<file path="src/rtl/regfile_reader_if.sv">
// Control, register-file and output-stream signals of regfile_reader grouped as one bundle.
// master = the reader block, slave = its environment (control source, register file, sink).
interface regfile_reader_if #(
    parameter int WIDTH = 16,
    parameter int SIZE  = 8
);
    logic             start;
    logic [SIZE-1:0]  base;
    logic [SIZE:0]    count;
    logic             busy;
    logic             done;
    logic [SIZE-1:0]  rf_rd_address;
    logic [WIDTH-1:0] rf_rd_data;
    logic [SIZE-1:0]  rf_wr_address;
    logic [WIDTH-1:0] rf_wr_data;
    logic             rf_wr;
    logic [WIDTH-1:0] out_data;
    logic [SIZE-1:0]  out_addr;
    logic             out_valid;
    logic             out_ready;

    modport master (
        input  start, base, count, rf_rd_data, out_ready,
        output busy, done, rf_rd_address, rf_wr_address, rf_wr_data, rf_wr,
               out_data, out_addr, out_valid
    );

    modport slave (
        output start, base, count, rf_rd_data, out_ready,
        input  busy, done, rf_rd_address, rf_wr_address, rf_wr_data, rf_wr,
               out_data, out_addr, out_valid
    );
endinterface

</file>
<file path="src/rtl/regfile_reader.sv">
// Streams count registers from base out of a registered-read register file; first word valid 3 cycles after start, then >=3 cycles/word, held while out_ready is low.
// Optional REGFILE_READER_CLEAR_ON_READ_EN: each accepted word is zeroed in the register file (one extra write cycle per word).
module regfile_reader #(
    parameter int WIDTH = 16,
    parameter int SIZE  = 8
) (
    input  logic          clk,
    input  logic          nreset,
    regfile_reader_if.master bus
);
    typedef enum logic [2:0] {IDLE, ISSUE, LATCH, PRESENT, CLEAR, FINISH} state_t;

    state_t           state_q, state_d;
    logic [SIZE-1:0]  addr_q;
    logic [SIZE:0]    rem_q;
    logic [WIDTH-1:0] out_data_q;
    logic [SIZE-1:0]  out_addr_q;

    always_ff @(posedge clk or negedge nreset) begin
        if (!nreset) begin
            state_q    <= IDLE;
            addr_q     <= '0;
            rem_q      <= '0;
            out_data_q <= '0;
            out_addr_q <= '0;
        end else begin
            state_q <= state_d;
            case (state_q)
                IDLE: begin
                    if (bus.start) begin
                        addr_q <= bus.base;
                        rem_q  <= bus.count;
                    end
                end
                LATCH: begin
                    out_data_q <= bus.rf_rd_data;
                    out_addr_q <= addr_q;
                end
                PRESENT: begin
                    // address wraps naturally at 2^SIZE
                    if (bus.out_ready) begin
                        rem_q  <= rem_q - 1'b1;
                        addr_q <= addr_q + 1'b1;
                    end
                end
                default: ;
            endcase
        end
    end

    always_comb begin
        state_d = state_q;
        case (state_q)
            IDLE: begin
                if (bus.start) state_d = (bus.count != '0) ? ISSUE : FINISH;
            end
            ISSUE:   state_d = LATCH;
            LATCH:   state_d = PRESENT;
            PRESENT: begin
                if (bus.out_ready) begin
`ifdef REGFILE_READER_CLEAR_ON_READ_EN
                    state_d = CLEAR;
`else
                    state_d = (rem_q > (SIZE+1)'(1)) ? ISSUE : FINISH;
`endif
                end
            end
            // remaining was already decremented on acceptance
            CLEAR:   state_d = (rem_q != '0) ? ISSUE : FINISH;
            FINISH:  state_d = IDLE;
            default: state_d = IDLE;
        endcase
    end

    assign bus.busy          = (state_q != IDLE);
    assign bus.done          = (state_q == FINISH);
    assign bus.out_valid     = (state_q == PRESENT);
    assign bus.out_data      = out_data_q;
    assign bus.out_addr      = out_addr_q;
    assign bus.rf_rd_address = addr_q;
    assign bus.rf_wr_data    = '0;

`ifdef REGFILE_READER_CLEAR_ON_READ_EN
    assign bus.rf_wr         = (state_q != CLEAR);
    assign bus.rf_wr_address = (state_q == CLEAR) ? out_addr_q : '0;
`else
    assign bus.rf_wr         = 1'b1;
    assign bus.rf_wr_address = '0;
`endif
endmodule

</file>
<file path="src/flat_wrapper.sv">
// flat-port wrapper written by rule: the top's interface ports become plain ports
module regfile_reader_flat 
#(
    parameter int WIDTH = 16,
    parameter int SIZE  = 8
)
  (clk, nreset, bus_start, bus_base, bus_count, bus_rf_rd_data, bus_out_ready, bus_busy, bus_done, bus_rf_rd_address, bus_rf_wr_address, bus_rf_wr_data, bus_rf_wr, bus_out_data, bus_out_addr, bus_out_valid);
  regfile_reader_if #(.WIDTH(WIDTH), .SIZE(SIZE)) bus_i ();
  input  logic clk;
  input  logic nreset;
  input wire logic [$bits(bus_i.start)-1:0] bus_start;
  input wire logic [$bits(bus_i.base)-1:0] bus_base;
  input wire logic [$bits(bus_i.count)-1:0] bus_count;
  input wire logic [$bits(bus_i.rf_rd_data)-1:0] bus_rf_rd_data;
  input wire logic [$bits(bus_i.out_ready)-1:0] bus_out_ready;
  output wire logic [$bits(bus_i.busy)-1:0] bus_busy;
  output wire logic [$bits(bus_i.done)-1:0] bus_done;
  output wire logic [$bits(bus_i.rf_rd_address)-1:0] bus_rf_rd_address;
  output wire logic [$bits(bus_i.rf_wr_address)-1:0] bus_rf_wr_address;
  output wire logic [$bits(bus_i.rf_wr_data)-1:0] bus_rf_wr_data;
  output wire logic [$bits(bus_i.rf_wr)-1:0] bus_rf_wr;
  output wire logic [$bits(bus_i.out_data)-1:0] bus_out_data;
  output wire logic [$bits(bus_i.out_addr)-1:0] bus_out_addr;
  output wire logic [$bits(bus_i.out_valid)-1:0] bus_out_valid;
  assign bus_i.start = bus_start;
  assign bus_i.base = bus_base;
  assign bus_i.count = bus_count;
  assign bus_i.rf_rd_data = bus_rf_rd_data;
  assign bus_i.out_ready = bus_out_ready;
  assign bus_busy = bus_i.busy;
  assign bus_done = bus_i.done;
  assign bus_rf_rd_address = bus_i.rf_rd_address;
  assign bus_rf_wr_address = bus_i.rf_wr_address;
  assign bus_rf_wr_data = bus_i.rf_wr_data;
  assign bus_rf_wr = bus_i.rf_wr;
  assign bus_out_data = bus_i.out_data;
  assign bus_out_addr = bus_i.out_addr;
  assign bus_out_valid = bus_i.out_valid;
  regfile_reader #(.WIDTH(WIDTH), .SIZE(SIZE)) u_core (.clk(clk), .nreset(nreset), .bus(bus_i));
endmodule
</file>
<file path="config.mk">
export PLATFORM = sky130hd
export DESIGN_NAME = regfile_reader_flat
export DESIGN_NICKNAME = d
export VERILOG_FILES = /design/src/rtl/regfile_reader_if.sv /design/src/rtl/regfile_reader.sv /design/src/flat_wrapper.sv
export SDC_FILE = /design/constraint.sdc
export NUM_CORES = 1
export LEC_CHECK = 0
export ABC_AREA = 1
export BUFFER_PORTS_ARGS = -buffer_cell sky130_fd_sc_hd__buf_4
export CAP_MARGIN = 10
export CORE_MARGIN = 4
export CORE_UTILIZATION = 53
export DETAILED_ROUTE_END_ITERATION = 12
export PLACE_DENSITY = 0.86
export SLEW_MARGIN = 15
export SYNTH_ARGS = -nofsm -noshare
export SYNTH_HDL_FRONTEND = slang
export SYNTH_SLANG_ARGS = --single-unit
</file>
<file path="constraint.sdc">
create_clock -name clk -period 2.7 [get_ports clk]
set_clock_uncertainty 0.1 [all_clocks]
set_input_delay 0.54 -clock clk [delete_from_list [all_inputs] [get_ports clk]]
set_output_delay 0.54 -clock clk [all_outputs]
set_load 0.05 [all_outputs]
</file>
[Word-level counts from Yosys, hierarchy flattened]
Index checks and enable logic that the tools add are counted.
Word-level totals
  register bits: 44
  input port bits: 37
  output and inout bits: 60
  logic and storage cells: 34
Cells by class
  reductions and logical operators: 7
  order comparisons: 1
  equal/unequal tests: 7
  muxes and demuxes: 12
  $add $sub $neg: 2
Operators with widths (count)
  $mux 9: 2
  $pmux 9 s2: 1
  $reduce_bool 9->1: 2
  $mux 8: 2
  $pmux 8 s2: 1
  $mux 3: 5
  $pmux 3 s5: 1
  $gt 9x1->1 const B: 1
  $sub 9x1->9 const B: 1
  $add 8x1->8 const B: 1
  $eq 3x2->1 const B: 2
  $eq 3x3->1 const B: 2
  $ne 2x2->1 const B: 2
  $eq 3x1->1 const B: 1
  $logic_not 3->1: 1
  $reduce_and 3->1: 1
  $reduce_bool 3->1: 1
  $reduce_and 2->1: 1
  $reduce_bool 2->1: 1

[Logic depth before layout (Yosys ltp)]
  depth in word-level cells: 4
  depth in mapped cells: 10

[Worst setup path before layout]
Ideal clock, no wire load.
  path type: reg-to-output
  from: register u_core.state_q[1]
  to: output port bus_done
  setup slack: 670 ps
  data arrival time: 1390 ps
  cell stages (with the launch flop): 3
  path through: dfrtp_1 or2_2 nor2_1
On the way
  word-level cells in the longest chain between the ends: 1
RTL lines
  start, declared: line regfile_reader.sv:13  | state_t state_q, state_d;
  start signal, assigned: line regfile_reader.sv:27  | state_q <= state_d;
  $eq 3x3->1: line regfile_reader.sv:76  | assign bus.done = (state_q == FINISH);
  end, declared: line flat_wrapper.sv:17  | output wire logic [$bits(bus_i.done)-1:0] bus_done;
No other way between the ends.

[Worst setup path after layout]
  from: register u_core.state_q[2]
  to: output port bus_out_valid
On the way
  word-level cells in the longest chain between the ends: 1
RTL lines
  $eq 3x2->1: line regfile_reader.sv:77  | assign bus.out_valid = (state_q == PRESENT);
  end, declared: line flat_wrapper.sv:24  | output wire logic [$bits(bus_i.out_valid)-1:0] bus_out_valid;
No other way between the ends.

==> metrics.txt <==
post-synthesis mux area share=0.0724; Fin Hold WS=0.128 ns; CTS resizes=0; initial antenna violation count=0; pre-CTS setup slack=0.674 ns; final worst setup slack=0.527 ns; P_leak=1.64 nW; Max transition margin=0.636; CTS Hold Bufs=0; vias post-DR=2128; Hold Vio Cnt, Final=0; GR met2 Demand/Resource=0.346; Crit path largest cell delay=0.40 ns; post-detailed-route count of antenna-violating nets=0; DIE WIDTH=76.5 um; ys async rst share=1.00; Post-synth EDFFs=0; Inserted Diodes=0; GRT Util Overall=0.190; crit path kind=reg -> out; reg-to-reg startpoint=u_core.state_q[1]; vias in the first global route=2100; Max stage delay cell, worst path=dfrtp_1; DIE HEIGHT=76.5 um; multi-input logic area=1130 sq um; Final #Nets=423; RSZ-0062 raised after global routing=no; post-synthesis simple-gate area fraction=0.262; DP Wirelength=4120 um; GRT Residual Overflow=0; DRC=0; GR met1 Demand/Resource=0.213; share of cells above drive strength 1=0.271; htree depth=2; Max Freq=460 MHz; worst vdd ir=555 uV; critical path peak fanout=24; post-synthesis xor/xnor area fraction=0.00352; largest net degree at the start of global routing=45; synth top area cells=dfrtp_1 (44%), nand2_1 (14%), buf_4 (7.8%); fin crit share=0.805; I/O pin cnt=97; Root Buffer=clkbuf_8; drt total wl=5360 um; Yosys warnings=0; R2R Path End=u_core.rem_q[6]; row cnt=24; register bit count reported by yosys=44; layout filler cell count=353; status=complete, no violations; fin crit period=2.17 ns; worst skew pair latency=0.29 ns; first-pass GRT wire length=9140 um; Placed Instances=428; Hold WC Path Type=in -> async; met3 Use GR=0.0496; Power Dens Cells=1450 nW/um^2; Synth top area share=0.442; main combinational cell family by area after synthesis=simple AND/OR/NAND/NOR gates; Critical Path End Type=primary output; Core Box Area=4440 sq um; R2R depth=8; internal reg-to-reg setup slack=0.66 ns; Via-to-Cell Ratio=4.88; CTS Buf Count=5; CTS tree=built; Worst setup SP type=flop; sequential area share after synthesis=0.442; worst-margin pin slew=0.545 ns; I/O Buffers=71; max-slew violation count=0; synth unique cells=23; max-cap viol count=0; worst-path cell chain=inv_2, nand3_4, clkinv_4, buf_4; initial DRC count=69; 1st-pass router iterations=4; die area=5860 sq um; Initial Util=0.560; FF/Latch Area=1100 sq um; Finished Layout Cells=436; area delta synth->final=22.8%; syn avg cell area=7.90 sq um; post-CTS setup buffers=0; setup_tns=0 ns; CTS Buffer Depth=2; wire per inst=12.3 um; Setup Viol. Count Final=0; routability cong.=0.789; Synth Area in Compound Gates=0.0623; CTS clk-pin slew, worst paths=0.08 ns; Post-Synth Adder-Cell Area=0.0151; global routing's busiest layer=met2; Cell Area, Synth=2490 sq um; Syn Inst Count=315; post-synth top area cell=dfrtp_1; Worst EP arrival=1.53 ns; top_reg_cell synth=dfrtp_1; Sinks on Clock Net=44; worst path required time=2.06 ns
Yosys cell counts, drive strengths merged (3+ instances only):
cell type / number
buf: 32
o21ai: 27
dfrtp: 44
inv: 28
or2: 4
nand2: 98
nor2: 33
nand3: 18
mux2: 16
ha: 3
power breakdown:
part | total (mW) | switching (mW) | internal [mW] | leakage [nW]
clock network | 0.491 | 0.217 | 0.275 | 0.0552
logic | 2.72 | 1.88 | 0.838 | 1.05
registers | 1.23 | 0.242 | 0.987 | 0.535
cells by family after synthesis:
family | Yosys count
compound gates | 30
flops | 44
other cells | 2
fa+ha+maj | 3
mux | 16
xor+xnor | 1
buf+inv | 63
simple gates | 156
area by class of cell:
class | count | area share
Clock buffer | 6 | 0.0238
Tap cell | 52 | 0.0213
Timing Repair Buffer | 72 | 0.177
Multi-Input combinational cell | 231 | 0.369
Sequential cell | 44 | 0.360
Clock inverter | 2 | 0.0115
Inverter | 29 | 0.0373
flip-flops by register name (all words and copies together) (netlist names):
signal and cells:
u_core.bus.out_addr 8, u_core.bus.out_data 16, u_core.bus.rf_rd_address 8, u_core.rem_q 9, u_core.state_q 3
stage by stage:
step / cell area [sq um] / power (mW) / util
5_1_grt: 3060 / 4.78 / 0.688
6_report: 3060 / 4.44 / 0.688
3_3_place_gp: 2950 / 3.88 / 0.663
4_1_cts: 3060 / 4.47 / 0.688
3_5_place_dp: 2950 / 3.96 / 0.663
2_1_floorplan: 2570 / 3.29 / -
routing by layer:
metal  vias up  part of all wire
met5         -                 0
met4         0             0.019
met3        13             0.064
met2        73              0.50
met1       968              0.42
li1       1074                 -
worst max path at each step:
stage	from	endpoint	slack, ns	depth (start not counted)
after floorplan	u_core.state_q[1]	bus_done	0.67	2
after global placement	u_core.state_q[1]	u_core.rem_q[4]	0.77	8
after detailed placement	u_core.state_q[1]	u_core.rem_q[6]	0.67	8
after CTS	u_core.state_q[2]	bus_out_valid	0.52	4
after global routing	u_core.state_q[2]	bus_out_valid	0.42	4
final	u_core.state_q[2]	bus_out_valid	0.53	4
worst max-delay path, delay by kind of cell (launching register included):
kind / cells / cell delay, ns
DFF: 1 / 0.40
and+or+nand+nor: 1 / 0.23
buffers and inverters: 3 / 0.61
cells in the final DEF (no fill, tap or decap):
| cell type | n |
|---|---|
| a21oi_1 | 1 |
| buf_4 | 72 |
| bufinv_16 | 1 |
| clkbuf_1 | 1 |
| clkbuf_8 | 5 |
| clkinv_2 | 1 |
| clkinv_4 | 1 |
| conb_1 | 25 |
| dfrtp_1 | 44 |
| ha_1 | 3 |
| inv_1 | 27 |
| inv_2 | 1 |
| mux2_2 | 16 |
| nand2_1 | 96 |
| nand2_4 | 2 |
| nand3_1 | 17 |
| nand3_4 | 1 |
| nand4_1 | 2 |
| nor2_1 | 33 |
| nor3_1 | 1 |
| o211ai_1 | 2 |
| o21ai_0 | 25 |
| o21ai_1 | 2 |
| or2_2 | 4 |
| xor2_1 | 1 |
Note: power is estimated with default switching activity, not from simulation.
